$ cat src/rtl/awgn_pkg.sv
// awgn_pkg: shared widths, sample/variance types and estimator states
package awgn_pkg;
  localparam int SAMPLE_W = 16;
  localparam int VAR_W = 32;
  typedef logic signed [SAMPLE_W-1:0] sample_t;
  typedef logic [VAR_W-1:0] var_t;
  typedef enum logic [2:0] {IDLE, ACCUM, CALC1, CALC2, OUT} est_state_e;
endpackage

$ cat src/rtl/awgn_stats_est_if.sv
// awgn_stats_est_if: sample-in / result-out handshake bundle for the statistics estimator
interface awgn_stats_est_if;
  import awgn_pkg::*;
  logic start;
  logic in_valid;
  logic in_ready;
  sample_t signal_in;
  logic out_valid;
  logic out_ready;
  sample_t mean_out;
  var_t var_out;
  logic busy;
  modport master (
    output start, in_valid, signal_in, out_ready,
    input in_ready, out_valid, mean_out, var_out, busy
  );
  modport slave (
    input start, in_valid, signal_in, out_ready,
    output in_ready, out_valid, mean_out, var_out, busy
  );
endinterface

$ cat src/rtl/awgn_sq_accum.sv
// awgn_sq_accum: sum and sum-of-squares accumulator with a registered squarer stage
module awgn_sq_accum
  import awgn_pkg::*;
#(
  parameter int LOG2_N = 10
) (
  input  logic                               clk,
  input  logic                               reset_n,
  input  logic                               i_clr,
  input  logic                               i_en,
  input  sample_t                            i_sample,
  output logic signed [SAMPLE_W+LOG2_N-1:0]  o_sum,
  output logic        [VAR_W+LOG2_N-1:0]     o_sumsq,
  output logic                               o_pend
);
  localparam int SUM_W = SAMPLE_W + LOG2_N;
  localparam int SQ_W = VAR_W + LOG2_N;
  sample_t r_smp;
  logic r_pend;
  logic signed [SUM_W-1:0] r_sum;
  logic [SQ_W-1:0] r_sumsq;
  logic [VAR_W-1:0] w_sq;
  assign w_sq = VAR_W'(r_smp) * VAR_W'(r_smp);
  assign o_sum = r_sum;
  assign o_sumsq = r_sumsq;
  assign o_pend = r_pend;
  always_ff @(posedge clk or negedge reset_n)
    if (!reset_n) begin
      r_smp <= '0;
      r_pend <= 1'b0;
      r_sum <= '0;
      r_sumsq <= '0;
    end else if (i_clr) begin
      r_pend <= 1'b0;
      r_sum <= '0;
      r_sumsq <= '0;
    end else begin
      r_pend <= i_en;
      if (i_en) r_smp <= i_sample;
      if (r_pend) begin
        r_sum <= r_sum + SUM_W'(r_smp);
        r_sumsq <= r_sumsq + SQ_W'(w_sq);
      end
    end
endmodule

$ cat src/rtl/awgn_stats_est.sv
// awgn_stats_est: windowed mean/variance estimator over 2^LOG2_N samples
module awgn_stats_est
  import awgn_pkg::*;
#(
  parameter int LOG2_N = 10
) (
  input logic              clk,
  input logic              reset_n,
  awgn_stats_est_if.slave  bus
);
  localparam int SUM_W = SAMPLE_W + LOG2_N;
  localparam int SQ_W = VAR_W + LOG2_N;
  est_state_e r_state;
  logic [LOG2_N:0] r_cnt;
  logic r_in_ready, r_out_valid, r_busy;
  logic signed [SUM_W-1:0] r_mean;
  logic [SQ_W-1:0] r_msq;
  sample_t r_mean_out;
  var_t r_var_out;
  logic w_acc, w_last, w_clr, w_pend;
  logic signed [SUM_W-1:0] w_sum;
  logic [SQ_W-1:0] w_sumsq;
  logic signed [SQ_W:0] w_sq_mean, w_var;
  assign w_acc = bus.in_valid && r_in_ready;
  assign w_last = w_acc && r_cnt == (LOG2_N+1)'((1 << LOG2_N) - 1);
  assign w_clr = r_state == IDLE && bus.start;
  assign w_sq_mean = (SQ_W+1)'(r_mean) * (SQ_W+1)'(r_mean);
  assign w_var = $signed({1'b0, r_msq}) - w_sq_mean;
  assign bus.in_ready = r_in_ready;
  assign bus.out_valid = r_out_valid;
  assign bus.busy = r_busy;
  assign bus.mean_out = r_mean_out;
  assign bus.var_out = r_var_out;
  awgn_sq_accum #(.LOG2_N(LOG2_N)) u_acc (
    .clk      (clk),
    .reset_n  (reset_n),
    .i_clr    (w_clr),
    .i_en     (w_acc),
    .i_sample (bus.signal_in),
    .o_sum    (w_sum),
    .o_sumsq  (w_sumsq),
    .o_pend   (w_pend)
  );
  // CALC1 waits for the squarer stage to retire the last sample before dividing
  always_ff @(posedge clk or negedge reset_n)
    if (!reset_n) begin
      r_state <= IDLE;
      r_cnt <= '0;
      r_in_ready <= 1'b0;
      r_out_valid <= 1'b0;
      r_busy <= 1'b0;
      r_mean <= '0;
      r_msq <= '0;
      r_mean_out <= '0;
      r_var_out <= '0;
    end else begin
      case (r_state)
        IDLE: if (bus.start) begin
          r_state <= ACCUM;
          r_cnt <= '0;
          r_in_ready <= 1'b1;
          r_busy <= 1'b1;
        end
        ACCUM: if (w_acc) begin
          r_cnt <= r_cnt + (LOG2_N+1)'(1);
          if (w_last) begin
            r_in_ready <= 1'b0;
            r_state <= CALC1;
          end
        end
        CALC1: if (!w_pend) begin
          r_mean <= w_sum >>> LOG2_N;
          r_msq <= w_sumsq >> LOG2_N;
          r_state <= CALC2;
        end
        CALC2: begin
          r_mean_out <= r_mean[SAMPLE_W-1:0];
          r_var_out <= w_var < 0 ? '0 : w_var[VAR_W-1:0];
          r_out_valid <= 1'b1;
          r_state <= OUT;
        end
        OUT: if (bus.out_ready) begin
          r_out_valid <= 1'b0;
          r_busy <= 1'b0;
          r_state <= IDLE;
        end
        default: r_state <= IDLE;
      endcase
    end
endmodule
$ cat src/flat_wrapper.sv
// flat-port wrapper written by rule: the top's interface ports become plain ports
module awgn_stats_est_flat import awgn_pkg::*;
#(
  parameter int LOG2_N = 10
)
  (clk, reset_n, bus_start, bus_in_valid, bus_signal_in, bus_out_ready, bus_in_ready, bus_out_valid, bus_mean_out, bus_var_out, bus_busy);
  awgn_stats_est_if bus_i ();
  input logic clk;
  input logic reset_n;
  input wire logic [$bits(bus_i.start)-1:0] bus_start;
  input wire logic [$bits(bus_i.in_valid)-1:0] bus_in_valid;
  input wire logic [$bits(bus_i.signal_in)-1:0] bus_signal_in;
  input wire logic [$bits(bus_i.out_ready)-1:0] bus_out_ready;
  output wire logic [$bits(bus_i.in_ready)-1:0] bus_in_ready;
  output wire logic [$bits(bus_i.out_valid)-1:0] bus_out_valid;
  output wire logic [$bits(bus_i.mean_out)-1:0] bus_mean_out;
  output wire logic [$bits(bus_i.var_out)-1:0] bus_var_out;
  output wire logic [$bits(bus_i.busy)-1:0] bus_busy;
  assign bus_i.start = bus_start;
  assign bus_i.in_valid = bus_in_valid;
  assign bus_i.signal_in = bus_signal_in;
  assign bus_i.out_ready = bus_out_ready;
  assign bus_in_ready = bus_i.in_ready;
  assign bus_out_valid = bus_i.out_valid;
  assign bus_mean_out = bus_i.mean_out;
  assign bus_var_out = bus_i.var_out;
  assign bus_busy = bus_i.busy;
  awgn_stats_est #(.LOG2_N(LOG2_N)) u_core (.clk(clk), .reset_n(reset_n), .bus(bus_i));
endmodule
$ cat config.mk
export PLATFORM = sky130hd
export DESIGN_NAME = awgn_stats_est_flat
export DESIGN_NICKNAME = d
export VERILOG_FILES = /design/src/rtl/awgn_pkg.sv /design/src/rtl/awgn_stats_est_if.sv /design/src/rtl/awgn_sq_accum.sv /design/src/rtl/awgn_stats_est.sv /design/src/flat_wrapper.sv
export SDC_FILE = /design/constraint.sdc
export NUM_CORES = 2
export LEC_CHECK = 0
export BUFFER_PORTS_ARGS = -buffer_cell sky130_fd_sc_hd__buf_2
export CAP_MARGIN = 20
export CORE_AREA = 2 2 419 296
export CTS_CLUSTER_DIAMETER = 40
export DETAILED_ROUTE_END_ITERATION = 8
export DIE_AREA = 0 0 421 298
export PLACE_DENSITY = 0.39
export REMOVE_ABC_BUFFERS = 1
export SKIP_LAST_GASP = 1
export SYNTH_ARGS = -nofsm -noshare
export SYNTH_HDL_FRONTEND = slang
export SYNTH_SLANG_ARGS = --single-unit
$ cat constraint.sdc
create_clock -name clk -period 20 [get_ports clk]
set_input_delay 1 -clock clk [delete_from_list [all_inputs] [get_ports clk]]
set_output_delay 1 -clock clk [all_outputs]
set_load 0.005 [all_outputs]
---- Word-level counts from Yosys, hierarchy flattened ----
Index checks and enable logic that the tools add are counted.
storage, ports and cells
  register bits ........................... 198
  latch bits .............................. 0
  RAM bits ................................ 0
  memory bits (read-only) ................. 0
  input port bits ......................... 21
  output and inout bits ................... 51
  logic and storage cells ................. 69
  memories ................................ 0
operators by class
  $add $sub $neg .......................... 4
  $mul .................................... 2
  div/mod/pow operators ................... 0
  magnitude comparators ................... 1
  equal/unequal tests ..................... 10
  shift operators ......................... 0
  muxes and demuxes ....................... 22
  bitwise gates (word level) .............. 2
  reduce and logical (&&, ||, !) cells .... 15
operators with widths
  kind                                                          count
  2-to-1 mux 42 bit                                             2
  multiplier 16 x 16 -> 32 bit                                  2
  2-to-1 mux 26 bit                                             2
  less-than comparator 43 x 1 -> 1 bit (second input constant)  1
  subtractor 33 x 43 -> 43 bit                                  1
  adder 42 x 32 -> 42 bit                                       1
  2-to-1 mux 32 bit                                             1
  adder 26 x 16 -> 26 bit                                       1
  2-to-1 mux 11 bit                                             2
  one-hot mux 11 bit (2 select lines)                           1
  2-to-1 mux 3 bit                                              5
  one-hot mux 3 bit (5 select lines)                            1
  adder 11 x 1 -> 11 bit (second input constant)                1
  == test 11 x 10 -> 1 bit (second input constant)              1
  != test 2 bit (second input constant)                         4
  nonzero test 2 bit                                            4
  == test 3 x 2 -> 1 bit (second input constant)                2
  one-hot mux 1 bit (2 select lines)                            3
  AND reduction 2 bit                                           3
  AND reduction 3 bit                                           2
  2-to-1 mux 1 bit                                              5
  AND reduction 5 bit                                           1
  AND reduction 4 bit                                           1
  == test 3 x 1 -> 1 bit (second input constant)                1
  other kinds (5)                                               8

---- Logic depth before layout (Yosys ltp) ----
  depth after elaboration ................. 5
  mapped depth ............................ 36
  mapped depth without buffers ............ 34

---- Modules after synthesis ----
From an unflattened synthesis, not the netlist that was laid out.
unflattened totals
  cells, all modules ...................... 3,318
  area, all modules ....................... 30,888.4 um2
by module, submodules not included
  module          times used  cells an instance  area each (um2)  seq. area each (um2)
  awgn_stats_est  1           1,607              15,496.1         2,827.7
  awgn_sq_accum   1           1,711              15,392.3         2,127.0

---- Worst setup path after synthesis ----
OpenSTA, ideal clock, no wires.
  path kind ............................... reg2reg
  start point ............................. register u_core.u_acc.r_smp[15]
  end point ............................... register u_core.u_acc.r_sumsq[37], in the netlist u_core.u_acc.o_sumsq[37]
  arrival time ............................ 7,963 ps
  setup slack ............................. 11,912 ps
  cell stages (with the launch flop) ...... 32
  buffers on the path ..................... 3
  path through ............................ dfrtp_1 -> clkbuf_1 -> clkbuf_1 -> nand2_1 -> fa_1 -> inv_1 -> fa_1 -> fa_1 -> fa_1 -> fa_1 -> inv_1 -> fa_1 -> inv_1 -> ha_1 -> nand3_1 -> or3_1 -> or4_1 -> nand2_1 -> nand2_1 -> nand2_1 -> a21oi_1 -> xnor2_1 -> ha_1 -> clkbuf_1 -> a21oi_1 -> o21ai_4 -> nor3_1 -> o2bb2ai_4 -> o311ai_4 -> a221oi_4 -> or3_1 -> a21oi_1
between the ends
  cells in the longest elaborated chain, start to end .. 4
RTL lines
  element                       line                 RTL
  start: declaration            awgn_sq_accum.sv:18  sample_t r_smp;
  start signal: assignment      awgn_sq_accum.sv:39  if (i_en) r_smp <= i_sample;
  multiplier 16 x 16 -> 32 bit  awgn_sq_accum.sv:23  assign w_sq = VAR_W'(r_smp) * VAR_W'(r_smp);
  adder 42 x 32 -> 42 bit       awgn_sq_accum.sv:42  r_sumsq <= r_sumsq + SQ_W'(w_sq);
  2-to-1 mux 42 bit             awgn_sq_accum.sv:40  if (r_pend) begin
  2-to-1 mux 42 bit             awgn_sq_accum.sv:33  end else if (i_clr) begin
  end signal: assignment        awgn_sq_accum.sv:42
  end: declaration              awgn_sq_accum.sv:21  logic [SQ_W-1:0] r_sumsq;
Every way passes these cells. The select of a mux whose other input is x is not followed.
A chain may end at the register's enable or synchronous reset.

---- Worst setup path after layout ----
  start point ............................. register u_core.u_acc.r_smp[1]
  end point ............................... register u_core.u_acc.r_sumsq[40], in the netlist u_core.u_acc.o_sumsq[40]
The elaborated chain is that of the path after synthesis.

==> impl_metrics.tcl <==
set metrics [dict create \
    layout_worst_path_cycle_share 0.4952 \
    maxCapViolations 0 \
    global_route_wire_length_before_repair_um 140300 \
    tns_ps 0 \
    place.detailed.hpwl_um 69680 \
    port_buffers 71 \
    synth_warnings 0 \
    crit_type "flop to flop" \
    cp_num_cells 31 \
    synth_xor_area_frac 0.04496 \
    finalSetupViolCount 0 \
    clkTransAtPathRegs_ps 90 \
    floorplan.initialDensity 0.2490 \
    antenna_cells 0 \
    overflow 0 \
    holdCritPathClass "flop to flop" \
    timing_worst_slew_pin_value_ps 1041 \
    layout_setup_ws_ps 10100 \
    via_per_inst 4.383 \
    remaining_drc_errors 0 \
    detail_route.first_pass.iterations 5 \
    number_of_buffers_and_inverters_on_the_critical_path 5 \
    ys_top_cells_by_area "fa_1, dfrtp_1, ha_1, inv_1, nand2_1" \
    hold_buffers_post_cts 0 \
    globalplace.congestion 0.8182 \
    synth_enable_flop_cells 0 \
    post_cts_buffers 0 \
    grt_util_all_layers 0.1443 \
    timing.critical_path.fanout_max 16 \
    clock_root_cell "clkbuf_16" \
    multiplexer_share_of_the_synthesized_area 0.03223 \
    post-route-min-period_ps 9904 \
    postSynthAreaPerCell_um2 9.334 \
    outcome "finished clean" \
    clock_path_buffers 2 \
    drtIter0Drc 1198 \
    die-height_um 298 \
    slew_headroom 0.3004 \
    core_area_mm2 0.1212 \
    route.detailed.wl_per_inst_um 17.61 \
    row_count 107 \
    ys.flop_type "dfrtp_1" \
    grt_pass1_vias 22940 \
    synth_top_family_by_area "adder cells" \
    synth.largest_area_cell "fa_1" \
    whs_path_depth 2 \
    worst_ep_arrival_time_ps 10270 \
    synthArstFlopShare 1.000 \
    clock_tree.htree_level_count 4 \
    met3_length_um 3123 \
    critical_path.max_stage_delay_ps 850 \
    synth-simple-area-share 0.1121 \
    num_vias 21450 \
    final_max_slew_viol_count 0 \
    crit_path_top_delay_cell "dfrtp_1" \
    worstSetupEndpointType "flop" \
    critical-path-top-delay-family "adder cells" \
    numCtsBuffers 17 \
    synth_top_cell_area_share 0.3179 \
    fmaxAchievable_mhz 101.0 \
    ff2ff_path_depth 31 \
    detail_route.wirelength.met1_um 46440 \
    drive_above_1_share 0.07025 \
    cts.sinks 198 \
    tritoncts_clock_tree "built" \
    i_o_pin_count 72 \
    pre_cts_slack_ps 10260 \
    areaGrowthSynthToFinish_pct 9.344 \
    fin_skew_ps 20.25 \
    rsz0062_at_grt "no" \
    post_synth_inst_count 3232 \
    required_ps 20360 \
    setup.worst_path.start_class "flop" \
    clkLatencyLatePin_ps 510 \
    synth_seq_cells 198 \
    sequential_share_of_the_synthesized_area 0.1642 \
    synth_adder_area_share 0.4278 \
    synth-compound-area-share 0.1178 \
    final_nets 4012 \
    antenna_violating_nets_post_route 0 \
    hold_violations 0 \
    grt_max_degree 96 \
    met2_wirelength_um 35600 \
    die_width_um 421 \
    number_of_antenna_violations_at_the_first_check_in_global_routing 1 \
    synth.cell_area_mm2 0.03017 \
    cts_resized 0 \
    die-area_mm2 0.1255 \
    finalWirelength_um 86200 \
    route.top_layer_used "met4" \
    netlist-cell-type-count 91 \
    path_common_cell "fa_1" \
]
-- flip-flops by register name, summed over array words and instances (netlist names) --
name and count:
u_core.u_acc.r_smp 16, u_core.bus.busy 1, u_core.u_acc.o_sumsq 42, u_core.bus.var_out 32
u_core.u_acc.o_pend 1, u_core.u_acc.o_sum 26, u_core.bus.mean_out 16, u_core.r_msq 32
u_core.r_mean 16, u_core.r_cnt 11, u_core.bus.in_ready 1, u_core.r_state 3
u_core.bus.out_valid 1
-- cells in the mapped netlist, types with 6 or more instances --
master and number:
nor3_1 22, mux2_2 57, and2_1 77, or3_1 16
a21o_1 73, o21bai_1 15, clkbuf_1 78, a31oi_1 17
or2_2 7, xor2_1 48, nand3_1 42, xnor2_1 105
ha_1 265, mux2i_1 33, nand2_1 267, dfrtp_1 198
a21oi_1 131, nor2_1 184, nand4_1 19, o21ai_1 14
buf_2 8, fa_1 479, and3_1 18, a22o_1 29
nor2b_1 15, and4_1 6, o21ai_0 104, o31ai_1 7
buf_1 9, a31o_2 6, nand2b_1 27, nand3b_1 6
a211o_1 6, o21a_1 22, o211ai_1 10, a211oi_1 23
inv_1 700
-- worst register-to-register path: cells and delay by family, from the launching register on --
kind	cells	cell delay, ps
AO/OA/AOI/OAI	10	3030
flip-flops	1	850
AND/OR/NAND/NOR	6	1210
adder cells (fa/ha/maj)	8	3610
XOR/XNOR	2	260
buffers and inverters	5	790
-- per-stage QoR --
stage	utilization	hold WS, ps	std cells	instance area, um^2
after floorplan	-	470.2	3132	29760
after global placement	0.2672	468.5	4862	32380
after detailed placement	0.2672	474.2	4862	32380
after CTS	0.2721	494.8	4894	32970
after global routing	0.2723	515.3	4895	32990
final	0.2723	491.7	4895	32990
-- area by class of cell --
| class | instances | area, um^2 |
|---|---|---|
| clock buffers | 18 | 429.2 |
| clock inverters | 14 | 161.4 |
| fillers | 13020 | 88170 |
| inverters | 701 | 2631 |
| multi-input cells | 2233 | 22200 |
| flip-flops and latches | 198 | 4959 |
| well taps | 1635 | 2046 |
| repair buffers | 96 | 565.5 |
-- routing by layer --
layer,track usage,up-vias
met1,0.2248,10840
met2,0.2090,265
li1,-,10310
met5,0,-
met3,0.02297,39
met4,0.02492,0
-- cells by family (layout without fill, tap and decap cells) --
| logic type | count (synthesis) | after routing |
|---|---|---|
| simple gates | 724 | 724 |
| flops | 198 | 198 |
| buf+inv | 801 | 829 |
| compound gates | 521 | 521 |
| fa+ha+maj | 744 | 744 |
| mux | 90 | 90 |
| xor+xnor | 154 | 154 |
-- layout by cell type (no fill, tap or decap), types with 10 or more instances in the layout --
cell type / netlist / routed
and2_1: 77 / 77
a211oi_1: 23 / 23
buf_4: 3 / 24
o21ai_1: 14 / 14
buf_2: 8 / 70
a31oi_1: 17 / 17
a21o_1: 73 / 73
and3_1: 18 / 18
mux2_2: 57 / 57
xnor2_1: 105 / 105
a22o_1: 29 / 29
o21ai_0: 104 / 104
or3_1: 16 / 16
a21oi_1: 131 / 131
inv_1: 700 / 700
nand3_1: 42 / 42
dfrtp_1: 198 / 197
o21a_1: 22 / 22
clkbuf_16: 0 / 17
nand4_1: 19 / 19
nor2b_1: 15 / 15
xor2_1: 48 / 48
nor2_1: 184 / 181
fa_1: 479 / 479
nand2b_1: 27 / 27
o21bai_1: 15 / 15
o211ai_1: 10 / 10
nor3_1: 22 / 22
nand2_1: 267 / 267
ha_1: 265 / 265
mux2i_1: 33 / 33
-- path summary, 6_finish.rpt --
check	start	endpoint	slack (ps)
setup / recovery	u_core.u_acc.r_smp[1]	u_core.u_acc.o_sumsq[40]	10100
hold / removal	u_core.bus.mean_out[15]	u_core.bus.mean_out[15]	490
setup reg to reg	u_core.u_acc.r_smp[1]	u_core.u_acc.o_sumsq[40]	10100
hold reg to reg	u_core.bus.mean_out[15]	u_core.bus.mean_out[15]	490
max in group asynchronous	reset_n	u_core.bus.var_out[16]	17990
min in group asynchronous	reset_n	u_core.u_acc.r_smp[1]	540
Power is left out: the tool's default activity adds up to more than one toggle a clock period on the data nets, which glitch-free logic cannot reach.
